==> src/rtl/dmem_bridge_pkg.sv <==
// dmem_bridge_pkg: shared types and constants for the data-memory bridge.
// Holds the FSM state enum, timeout counter width and default TIMEOUT.
package dmem_bridge_pkg;

   typedef enum logic [1:0] {
      IDLE = 2'd0,
      REQ  = 2'd1,
      WAIT = 2'd2,
      DONE = 2'd3
   } state_t;

   localparam int CNT_W       = 8;
   localparam int TIMEOUT_DEF = 255;

endpackage

==> src/rtl/dmem_bridge_if.sv <==
// dmem_bridge_if: valid/ready request bus plus response pulse to memory.
// master = bridge side (drives request), slave = memory side.
interface dmem_bridge_if #(
   parameter int N = 64
);

   logic         mem_req_valid;
   logic         mem_req_ready;
   logic         mem_req_write;
   logic [N-1:0] mem_req_addr;
   logic [N-1:0] mem_req_wdata;
   logic         mem_resp_valid;
   logic [N-1:0] mem_resp_rdata;

   modport master (
      output mem_req_valid,
      output mem_req_write,
      output mem_req_addr,
      output mem_req_wdata,
      input  mem_req_ready,
      input  mem_resp_valid,
      input  mem_resp_rdata
   );

   modport slave (
      input  mem_req_valid,
      input  mem_req_write,
      input  mem_req_addr,
      input  mem_req_wdata,
      output mem_req_ready,
      output mem_resp_valid,
      output mem_resp_rdata
   );

endinterface

==> src/rtl/dmem_bridge_timeout.sv <==
// dmem_timeout: clearable 8-bit saturating cycle counter with expired flag.
// Ports: clk, reset (async active-low), clear, inc -> expired.
module dmem_timeout
   import dmem_bridge_pkg::*;
#(
   parameter int TIMEOUT = TIMEOUT_DEF
) (
   input  logic clk,
   input  logic reset,
   input  logic clear,
   input  logic inc,
   output logic expired
);

   localparam logic [CNT_W-1:0] LIMIT = CNT_W'(TIMEOUT);

   logic [CNT_W-1:0] cnt;

   always_ff @(posedge clk or negedge reset) begin
      if (!reset) begin
         cnt <= '0;
      end else if (clear) begin
         cnt <= '0;
      end else if (inc && cnt != '1) begin
         cnt <= cnt + 1'b1;
      end
   end

   // >= rather than == so an acceptance exactly at the limit
   // cannot leave WAIT without any further way to time out.
   assign expired = (cnt >= LIMIT);

endmodule

==> src/rtl/dmem_bridge.sv <==
// dmem_bridge: stalls the core while a load/store runs on a valid/ready
// memory bus; returns registered load data; faults on timeout.
// Ports: clk, reset (async active-low), DM_addr/DM_writeData/
// DM_writeEnable/DM_readEnable in; DM_readData, stall, mem_fault out;
// bus (dmem_bridge_if.master) carries mem_req_* / mem_resp_*.
// Option: DMEM_BRIDGE_ALIGN_CHECK_EN faults misaligned accesses in IDLE.
module dmem_bridge
   import dmem_bridge_pkg::*;
#(
   parameter int N       = 64,
   parameter int TIMEOUT = TIMEOUT_DEF
) (
   input  logic         clk,
   input  logic         reset,
   input  logic [N-1:0] DM_addr,
   input  logic [N-1:0] DM_writeData,
   input  logic         DM_writeEnable,
   input  logic         DM_readEnable,
   output logic [N-1:0] DM_readData,
   output logic         stall,
   output logic         mem_fault,
   dmem_bridge_if.master bus
);

   state_t state, nxt;

   logic         access;
   logic         misalign;
   logic         expired;
   logic         accept;
   logic         resp;
   logic         start;
   logic         load_rd;
   logic         zero_rd;
   logic         fault_nxt;
   logic         stall_c;
   logic         write_q;
   logic [N-1:0] addr_q;
   logic [N-1:0] wdata_q;
   logic [N-1:0] rdata_q;
   logic         fault_q;

   assign access = DM_readEnable | DM_writeEnable;

`ifdef DMEM_BRIDGE_ALIGN_CHECK_EN
   assign misalign = |DM_addr[2:0];
`else
   assign misalign = 1'b0;
`endif

   assign accept = (state == REQ) && bus.mem_req_ready;
   assign resp   = (state == WAIT) && bus.mem_resp_valid;

   dmem_timeout #(
      .TIMEOUT(TIMEOUT)
   ) u_timeout (
      .clk    (clk),
      .reset  (reset),
      .clear  (start),
      .inc    ((state == REQ) || (state == WAIT)),
      .expired(expired)
   );

   always_comb begin
      nxt       = state;
      stall_c   = 1'b0;
      start     = 1'b0;
      load_rd   = 1'b0;
      zero_rd   = 1'b0;
      fault_nxt = 1'b0;
      unique case (state)
         IDLE: begin
            stall_c = access;
            if (access) begin
               if (misalign) begin
                  nxt       = DONE;
                  fault_nxt = 1'b1;
                  zero_rd   = 1'b1;
               end else begin
                  nxt   = REQ;
                  start = 1'b1;
               end
            end
         end
         REQ: begin
            stall_c = 1'b1;
            if (accept) begin
               nxt = WAIT;
            end else if (expired) begin
               nxt       = DONE;
               fault_nxt = 1'b1;
               zero_rd   = 1'b1;
            end
         end
         WAIT: begin
            stall_c = 1'b1;
            if (resp) begin
               nxt     = DONE;
               load_rd = !write_q;
            end else if (expired) begin
               nxt       = DONE;
               fault_nxt = 1'b1;
               zero_rd   = 1'b1;
            end
         end
         DONE: begin
            // enables still belong to the finishing instruction
            nxt = IDLE;
         end
      endcase
   end

   always_ff @(posedge clk or negedge reset) begin
      if (!reset) begin
         state   <= IDLE;
         write_q <= 1'b0;
         addr_q  <= '0;
         wdata_q <= '0;
         rdata_q <= '0;
         fault_q <= 1'b0;
      end else begin
         state   <= nxt;
         fault_q <= fault_nxt;
         if (start) begin
            write_q <= DM_writeEnable;
            addr_q  <= DM_addr;
            wdata_q <= DM_writeData;
         end
         if (zero_rd) begin
            rdata_q <= '0;
         end else if (load_rd) begin
            rdata_q <= bus.mem_resp_rdata;
         end
      end
   end

   // IDLE stall is combinational from the enables; gate it so
   // every output reads 0 while reset is held.
   assign stall             = stall_c & reset;
   assign mem_fault         = fault_q;
   assign DM_readData       = rdata_q;
   assign bus.mem_req_valid = (state == REQ);
   assign bus.mem_req_write = write_q;
   assign bus.mem_req_addr  = addr_q;
   assign bus.mem_req_wdata = wdata_q;

endmodule

==> src/flat_wrapper.sv <==
// flat-port wrapper written by rule: the top's interface ports become plain ports
module dmem_bridge_flat import dmem_bridge_pkg::*;
#(
   parameter int N       = 64,
   parameter int TIMEOUT = TIMEOUT_DEF
)
  (clk, reset, DM_addr, DM_writeData, DM_writeEnable, DM_readEnable, DM_readData, stall, mem_fault, bus_mem_req_valid, bus_mem_req_write, bus_mem_req_addr, bus_mem_req_wdata, bus_mem_req_ready, bus_mem_resp_valid, bus_mem_resp_rdata);
  dmem_bridge_if #(.N(N)) bus_i ();
  input  logic clk;
  input  logic reset;
  input  logic [N-1:0] DM_addr;
  input  logic [N-1:0] DM_writeData;
  input  logic DM_writeEnable;
  input  logic DM_readEnable;
  output logic [N-1:0] DM_readData;
  output logic stall;
  output logic mem_fault;
  output wire logic [$bits(bus_i.mem_req_valid)-1:0] bus_mem_req_valid;
  output wire logic [$bits(bus_i.mem_req_write)-1:0] bus_mem_req_write;
  output wire logic [$bits(bus_i.mem_req_addr)-1:0] bus_mem_req_addr;
  output wire logic [$bits(bus_i.mem_req_wdata)-1:0] bus_mem_req_wdata;
  input wire logic [$bits(bus_i.mem_req_ready)-1:0] bus_mem_req_ready;
  input wire logic [$bits(bus_i.mem_resp_valid)-1:0] bus_mem_resp_valid;
  input wire logic [$bits(bus_i.mem_resp_rdata)-1:0] bus_mem_resp_rdata;
  assign bus_mem_req_valid = bus_i.mem_req_valid;
  assign bus_mem_req_write = bus_i.mem_req_write;
  assign bus_mem_req_addr = bus_i.mem_req_addr;
  assign bus_mem_req_wdata = bus_i.mem_req_wdata;
  assign bus_i.mem_req_ready = bus_mem_req_ready;
  assign bus_i.mem_resp_valid = bus_mem_resp_valid;
  assign bus_i.mem_resp_rdata = bus_mem_resp_rdata;
  dmem_bridge #(.N(N), .TIMEOUT(TIMEOUT)) u_core (.clk(clk), .reset(reset), .DM_addr(DM_addr), .DM_writeData(DM_writeData), .DM_writeEnable(DM_writeEnable), .DM_readEnable(DM_readEnable), .DM_readData(DM_readData), .stall(stall), .mem_fault(mem_fault), .bus(bus_i));
endmodule
==> config.mk <==
export PLATFORM = sky130hd
export DESIGN_NAME = dmem_bridge_flat
export DESIGN_NICKNAME = d
export VERILOG_FILES = /design/src/rtl/dmem_bridge_pkg.sv /design/src/rtl/dmem_bridge_if.sv /design/src/rtl/dmem_bridge_timeout.sv /design/src/rtl/dmem_bridge.sv /design/src/flat_wrapper.sv
export SDC_FILE = /design/constraint.sdc
export NUM_CORES = 1
export LEC_CHECK = 0
export ABC_CLOCK_PERIOD_IN_PS = 4900
export CAP_MARGIN = 20
export CORE_AREA = 2 2 151 153
export CTS_CLUSTER_SIZE = 28
export DETAILED_ROUTE_END_ITERATION = 8
export DIE_AREA = 0 0 153 155
export GPL_TIMING_DRIVEN = 0
export PLACE_DENSITY = 0.76
export SETUP_SLACK_MARGIN = 0.1
export SYNTH_ARGS = -nofsm -noshare
export SYNTH_HDL_FRONTEND = slang
export SYNTH_SLANG_ARGS = --single-unit
export TNS_END_PERCENT = 50
==> constraint.sdc <==
create_clock -name clk -period 4.9 [get_ports clk]
set_clock_uncertainty 0.2 [all_clocks]
set_input_delay 0.98 -clock clk [delete_from_list [all_inputs] [get_ports clk]]
set_output_delay 0.98 -clock clk [all_outputs]
set_load 0.005 [all_outputs]
; ---- Yosys cells after proc, flatten, opt, wreduce, memory -nomap -nowiden
; Index checks and enable logic that the tools add are counted.
[word_totals]
elab_cells = 43
rom_bits = 0
latchBits = 0
memories = 0
output_inout_bits = 196
regBits = 204
ramBits = 0
[op_classes]
reduce_logical = 9
add_sub_neg = 1
mux = 18
bitwise = 2
mul = 0
shifts = 0
n_eq_ne = 5
div = 0
n_lt_le_gt_ge = 1
[op_table]
columns = operator, count
row1 = 64-bit two-way mux, 2
row2 = 8-bit two-way mux, 2
row3 = "8-bit by 1-bit adder with 8-bit output, second input constant", 1
row4 = "8-bit greater-or-equal comparator, second input constant", 1
row5 = 2-bit two-way mux, 4
row6 = "8-bit != test, second input constant", 1
row7 = 2-bit one-hot mux with 4 select lines, 1
row8 = 1-bit two-way mux, 7
row9 = "2-bit equality test, second input constant", 2
row10 = 1-bit one-hot mux with 2 select lines, 2
row11 = 2-bit nonzero test, 2
row12 = 1-bit logical AND, 3
row13 = "2-bit by 1-bit equality test with 1-bit output, second input constant", 1
row14 = 2-bit zero test, 1
row15 = "2-bit by 1-bit != test with 1-bit output, second input constant", 1
row16 = 2-bit OR reduction, 1
row17 = 1-bit AND, 1
row18 = 1-bit zero test, 1
row19 = 1-bit logical OR, 1
row20 = 1-bit bitwise OR, 1

; ---- Depth between registers and ports, before layout
; Gate-level depths: netlist of run 1.
[depth]
word_depth = 6
depth_mapped = 8
ltp_nobuf = 5

; ---- Hierarchy
; Synthesis of run 1 repeated with hierarchy kept, for this count alone.
[hier_totals]
hier_cells = 894
hier_area_um2 = 8247.9
[by_module_without_submodules]
columns = module, area_each_um2, seq_area_each_um2, instances, cells_per_inst
row1 = dmem_bridge, 7776.2, 4904.7, 1, 850
row2 = dmem_timeout, 471.7, 200.2, 1, 44

; ---- Worst setup path before layout of run 1
; Ideal clock, no wire load.
[synth_path]
path_kind = input to output
start = input port DM_writeEnable
end = output port stall
required_time_ns = 3.720
t_arrival_ns = 1.819
setup_slack_ns = 1.901
stages = 4
cell_sequence = o21ai_2 -> clkbuf_1 -> buf_2 -> a21oi_1
[synth_between]
elab_chain_len = 3
[synth_lines]
columns = item, line
row1 = "start, declared", flat_wrapper.sv:13  ; input logic DM_writeEnable;
row2 = 1-bit bitwise OR, dmem_bridge.sv:43  ; assign access = DM_readEnable | DM_writeEnable;
row3 = 1-bit one-hot mux with 2 select lines, dmem_bridge.sv:71  ; unique case (state)
row4 = 1-bit AND, dmem_bridge.sv:139  ; assign stall = stall_c & reset;
row5 = "end, declared", flat_wrapper.sv:16  ; output logic stall;
; No other way between the ends.

; ---- Final worst setup path of run 1
; Same ends and word-level chain as after synthesis.

==> impl_metrics.ini, run 1 <==
[yosys]
ys_async_sr_fraction_pct = 100
yosysSeqAreaShare_pct = 63.3
synth_top_area_share_pct = 63.3
syn-num-nets = 1102
synth_area_leaders = dfrtp_1, nand2_1, a21oi_1, buf_2, clkbuf_1
synth.most_common_cell = nand2_1
syn-cell-area_um2 = 8060
yosys_warnings = 0
avgSynthCellArea_um2 = 8.98
synth_cell_types = 32
synth_common_cells = nand2_1, dfrtp_1, a21oi_1
synth_enable_flop_cells = 0
synth_cells = 898
ys.flop_type = dfrtp_1
ys_ff_latch = 204
synth_top_cell_by_area = dfrtp_1

[placement]
portBuffers = 393
dp_hpwl_um = 19300
postPlaceCellArea_um2 = 12400
gp_congestion = 0.804

[finish]
final_core_util_pct = 59.4
final_nets = 1521
drive_above_1_share_pct = 5.18
nFillCells = 1889
final_area_um2 = 13200
syn_to_final_growth_pct = 63.7
diodes = 0

[floorplan]
start_util_pct = 36.3
io_pins = 394
core_um2 = 22200
rows = 55
die_w_um = 153
die_h_um = 155
die-area_um2 = 23700

[sta]
hold_viol = 0
setup_viol = 0
finalCriticalPeriod_ns = 4.54
worst_pin_slew_ns = 0.792
slew_violations = 0
rsz0062_at_grt = no
fmax_ghz = 0.220
maxSlewHeadroom_pct = 47.2
finalCritPeriodShare_pct = 92.7

[clock_tree]
clockBufferDepth = 3
numCtsBuffers = 23
cts_sinks = 204
tritoncts = yes
clock_latency_ns = 0.50
cts-root-buf = clkbuf_16
clk_pin_slew_ns = 0.06
ctsResizeCount = 0
post_cts_buffers = 0
cts-hold-fix-buffers = 0
htreeDepth = 1

[routing]
wl_per_cell_um = 16.1
vias_per_cell = 4.66
ant_nets = 0
vias = 7539
first_pass_iters = 4
wl_um = 26000
drt_iter0_drc = 317
drc = 0

[global_route]
grt_overflow = 0
grt_max_degree = 106
grt_pass1_vias = 7657
antenna_found_initial = 0
grt_pass1_wl_um = 40700
grt_usage_pct = 21.3

[worst_hold_path]
hp-class = register to register

[worst_setup_path]
crit_path_end_kind = output pin
crit_required_ns = 3.72
critPathArrivalTime_ns = 3.36
criticalPathCategory = primary input to output pin
crit_fanout = 10
critPathLaunchType = primary input

[outcome]
status = finished clean

[power_and_ir_drop]
power_mw = 8.03
p_per_area_nw_per_um2 = 609
power.leakage_nw = 6.22
irDropWorstVdd_v = 0.000406

[job]
max-cap-violations = 0
-- power by group --
part	internal [mW]	leakage, nW	switching [mW]	total, mW
Combinational	1.87	3.27	1.47	3.33
Sequential	2.45	2.55	0.421	2.87
Clock	1.14	0.403	0.690	1.83
-- state kept, by name, indices dropped and copies added (netlist names) --
register,count
u_core.u_timeout.cnt,8
u_core.DM_readData,64
u_core.bus.mem_req_addr,64
u_core.bus.mem_req_write,1
u_core.mem_fault,1
u_core.bus.mem_req_wdata,64
u_core.state,2
-- critical path: stages --
cell and delay, ns:
clkdlybuf4s50_1 0.47, o21ai_2 0.56, clkbuf_1 0.44, buf_2 0.33, a21oi_1 0.10, clkdlybuf4s50_1 0.47
-- logic make-up after synthesis --
group                      synth area share [%]
AOI/OAI and AO/OA                          5.73
adders and majority gates                 0.931
muxes                                     0.372
buffers and inverters                      3.37
DFF                                        63.3
and+or+nand+nor                            26.3
-- stage by stage --
stage	setup TNS, ns	setup WS [ns]	hold WS (ns)	instances
after floorplan	0	1.90	0.270	898
after global placement	-1248.21	-6.12	0.258	1576
after detailed placement	0	0.299	0.261	1577
after CTS	0	0.286	0.275	1618
after global routing	0	0.152	0.290	1618
final	0	0.357	0.269	1618
-- layer usage --
metal / routed length [um] / track usage (%) / share of wire, % / vias up
li1: - / - / - / 3642
met1: 10100 / 25.2 / 39 / 3541
met2: 12900 / 37.3 / 50 / 307
met3: 2360 / 6.77 / 9.1 / 49
met4: 684 / 6.31 / 2.6 / 0
met5: 0 / 0 / 0 / -
-- area by class of cell --
class                           instances  area, um^2  area share (%)
Clock inverter                          7         114           0.863
Inverter                                5        18.8           0.142
Clock buffer                           34         697            5.28
Multi-Input combinational cell        639        2690            20.4
Tap cell                              285         357            2.70
Timing Repair Buffer                  394        3970            30.1
Buffer                                 50         253            1.92
Sequential cell                       204        5100            38.7
-- worst paths after layout --
kind | startpoint | to | slack, ns | depth (start not counted)
setup reg to reg | u_core.state[0] | u_core.bus.mem_req_wdata[49] | 2.55 | 8
hold reg to reg | u_core.bus.mem_req_addr[58] | u_core.bus.mem_req_addr[58] | 0.27 | 2
min in group asynchronous | reset | u_core.bus.mem_req_wdata[50] | 0.34 | 1
setup / recovery | DM_writeEnable | stall | 0.36 | 6
max in group asynchronous | reset | u_core.DM_readData[34] | 3.19 | 2
hold / removal | u_core.bus.mem_req_addr[58] | u_core.bus.mem_req_addr[58] | 0.27 | 2
-- cells in the final DEF (no fill, tap or decap), types with 2 or more instances in the layout --
master,count
mux2i_1,3
clkbuf_16,23
buf_2,19
dfrtp_1,204
and4_1,2
a21oi_1,68
nand2_1,521
a211oi_1,6
and3_1,2
nor2_1,3
nand3_1,3
buf_6,5
o21ai_0,2
buf_1,4
inv_1,5
nor3_1,3
clkinv_2,3
clkbuf_1,24
clkdlybuf4s50_1,392
nand2b_1,5
clkbuf_8,8
ha_1,6
nand4_1,3
bufinv_16,3
Note: power is estimated with default switching activity, not from simulation.
==> run 2, diff against run 1 <==
--- a/config.mk
+++ b/config.mk
@@ -7,13 +7,14 @@
 export LEC_CHECK = 0
 export ABC_CLOCK_PERIOD_IN_PS = 4900
 export CAP_MARGIN = 20
-export CORE_AREA = 2 2 151 153
+export CORE_AREA = 2 2 154 156
 export CTS_CLUSTER_SIZE = 28
 export DETAILED_ROUTE_END_ITERATION = 8
-export DIE_AREA = 0 0 153 155
+export DIE_AREA = 0 0 156 158
 export GPL_TIMING_DRIVEN = 0
-export PLACE_DENSITY = 0.76
-export SETUP_SLACK_MARGIN = 0.1
+export PLACE_DENSITY = 0.73
+export SETUP_SLACK_MARGIN = 0.4
+export SKIP_LAST_GASP = 1
 export SYNTH_ARGS = -nofsm -noshare
 export SYNTH_HDL_FRONTEND = slang
 export SYNTH_SLANG_ARGS = --single-unit
==> run 2 against run 1 <==
  * Total power down 1.2%
  * Sequential power about the same
  * Final cell count up 0.31%
==> impl_metrics.ini, run 2 (synthesis gave the netlist of run 1 again) <==
[outcome]
status = finished clean

[finish]
diodes = 0
final_cells = 1623
final_nets = 1521
drive_above_1_share_pct = 5.18
multiInputGateArea_um2 = 2700
syn_to_final_growth_pct = 63.2
seq_area_um2 = 5100
final_common_cell = nand2_1
nFillCells = 1979
final_cell_mix = nand2_1, clkdlybuf4s50_1, dfrtp_1, a21oi_1, clkbuf_1

[floorplan]
core_um2 = 23100
die_h_um = 158
rows = 56
die-area_um2 = 24600
start_util_pct = 35.0
die_w_um = 156
io_pins = 394

[routing]
drt_iter0_drc = 312
drc = 0
vias_per_cell = 4.62
first_pass_iters = 7
wl_per_cell_um = 16.1
wl_um = 26100
vias = 7503
ant_nets = 0

[clock_tree]
clock_latency_ns = 0.51
htreeDepth = 1
cts-hold-fix-buffers = 0
post_cts_buffers = 0
numCtsBuffers = 23
cts-root-buf = clkbuf_16
cts_sinks = 204
clockBufferDepth = 3
clk_pin_slew_ns = 0.06
tritoncts = yes

[placement]
dp_hpwl_um = 19300
gp_congestion = 0.804
dp_cells = 1582
portBuffers = 393
post-place-ws_ns = 0.146

[worst_setup_path]
crit_path_end_kind = output pin
critPathArrivalTime_ns = 3.15
crit_required_ns = 3.72
criticalPathCategory = primary input to output pin
crit_fanout = 10
critPathLaunchType = primary input

[sta]
fmax_ghz = 0.231
worst_pin_slew_ns = 0.794
maxSlewHeadroom_pct = 47.0
setup_viol = 0
finalCritPeriodShare_pct = 88.3
finalCriticalPeriod_ns = 4.33
rsz0062_at_grt = no
tns_ns = 0
fin_ws_ns = 0.572
hold_viol = 0
slew_violations = 0

[power_and_ir_drop]
irDropWorstVdd_v = 0.000410
p_per_area_nw_per_um2 = 604
power.leakage_nw = 6.19

[global_route]
grt_max_degree = 112
antenna_found_initial = 0
grt_pass1_wl_um = 39800
grt_pass1_vias = 7516
grt_usage_pct = 20.4
grt_overflow = 0

[job]
max-cap-violations = 0

[worst_hold_path]
hp-class = register to register
==> run 2: cell count changes in the layout (fill, tap and decap cells not counted), sizes merged <==
cell,before,now
clkinv,4,5
clkinvlp,0,2
inv,5,6
clkbuf,55,52
bufinv,3,2
==> run 2: cell type report <==
| type | count | share of cell area (%) |
|---|---|---|
| Tap cell | 290 | 2.76 |
| Multi-Input combinational cell | 639 | 20.5 |
| Clock buffer | 31 | 4.91 |
| Inverter | 5 | 0.143 |
| Buffer | 50 | 1.93 |
| Sequential cell | 204 | 38.8 |
| Clock inverter | 10 | 0.827 |
| Timing Repair Buffer | 394 | 30.1 |
==> run 2: metal layers <==
| layer | GRT usage [%] | share of wire [%] | up-vias |
|---|---|---|---|
| met3 | 8.65 | 12 | 56 |
| met2 | 35.0 | 47 | 321 |
| met1 | 22.8 | 38 | 3483 |
| li1 | - | - | 3643 |
| met5 | 0 | 0 | - |
| met4 | 7.21 | 3.1 | 0 |
==> run 2: repair_timing <==
item / in CTS / in global routing
gates resized for setup: 2 / 0
pin swaps: 0 / 1
setup endpoints to repair: 1 / 1
==> run 2: report_power, final <==
| part | internal, mW | total, mW | switching (mW) |
|---|---|---|---|
| sequential | 2.45 | 2.86 | 0.413 |
| clock | 1.03 | 1.73 | 0.697 |
| combinational | 1.87 | 3.35 | 1.48 |
| total | 5.35 | 7.94 | 2.59 |
==> run 2: metrics by stage <==
step           util, %  cell area [um^2]  power [mW]  hold slack (ns)
2_1_floorplan        -              8060        4.06            0.270
3_3_place_gp      53.6             12400        6.20            0.257
3_5_place_dp      53.8             12400        6.28            0.261
4_1_cts           57.1             13200        8.06            0.275
5_1_grt           57.1             13200        8.50            0.288
6_report          57.1             13200        7.94            0.268
==> run 2: path summary, 6_finish.rpt <==
check	endpoint	from	cells after the start	slack (ns)
worst max-delay path	stall	DM_readEnable	6	0.57
worst min-delay path	u_core.bus.mem_req_addr[3]	u_core.bus.mem_req_addr[3]	2	0.27
worst max register to register	u_core.bus.mem_req_wdata[54]	u_core.state[1]	8	2.40
worst min register to register	u_core.bus.mem_req_addr[3]	u_core.bus.mem_req_addr[3]	2	0.27
max in group asynchronous	u_core.DM_readData[42]	reset	2	3.20
min in group asynchronous	u_core.bus.mem_req_wdata[33]	reset	1	0.28
==> run 2: worst max-delay path, cell delays in order <==
cell and delay [ns]:
clkdlybuf4s50_1 0.49, o21ai_4 0.41, clkbuf_2 0.32, buf_2 0.35, a21oi_1 0.11, clkdlybuf4s50_1 0.48
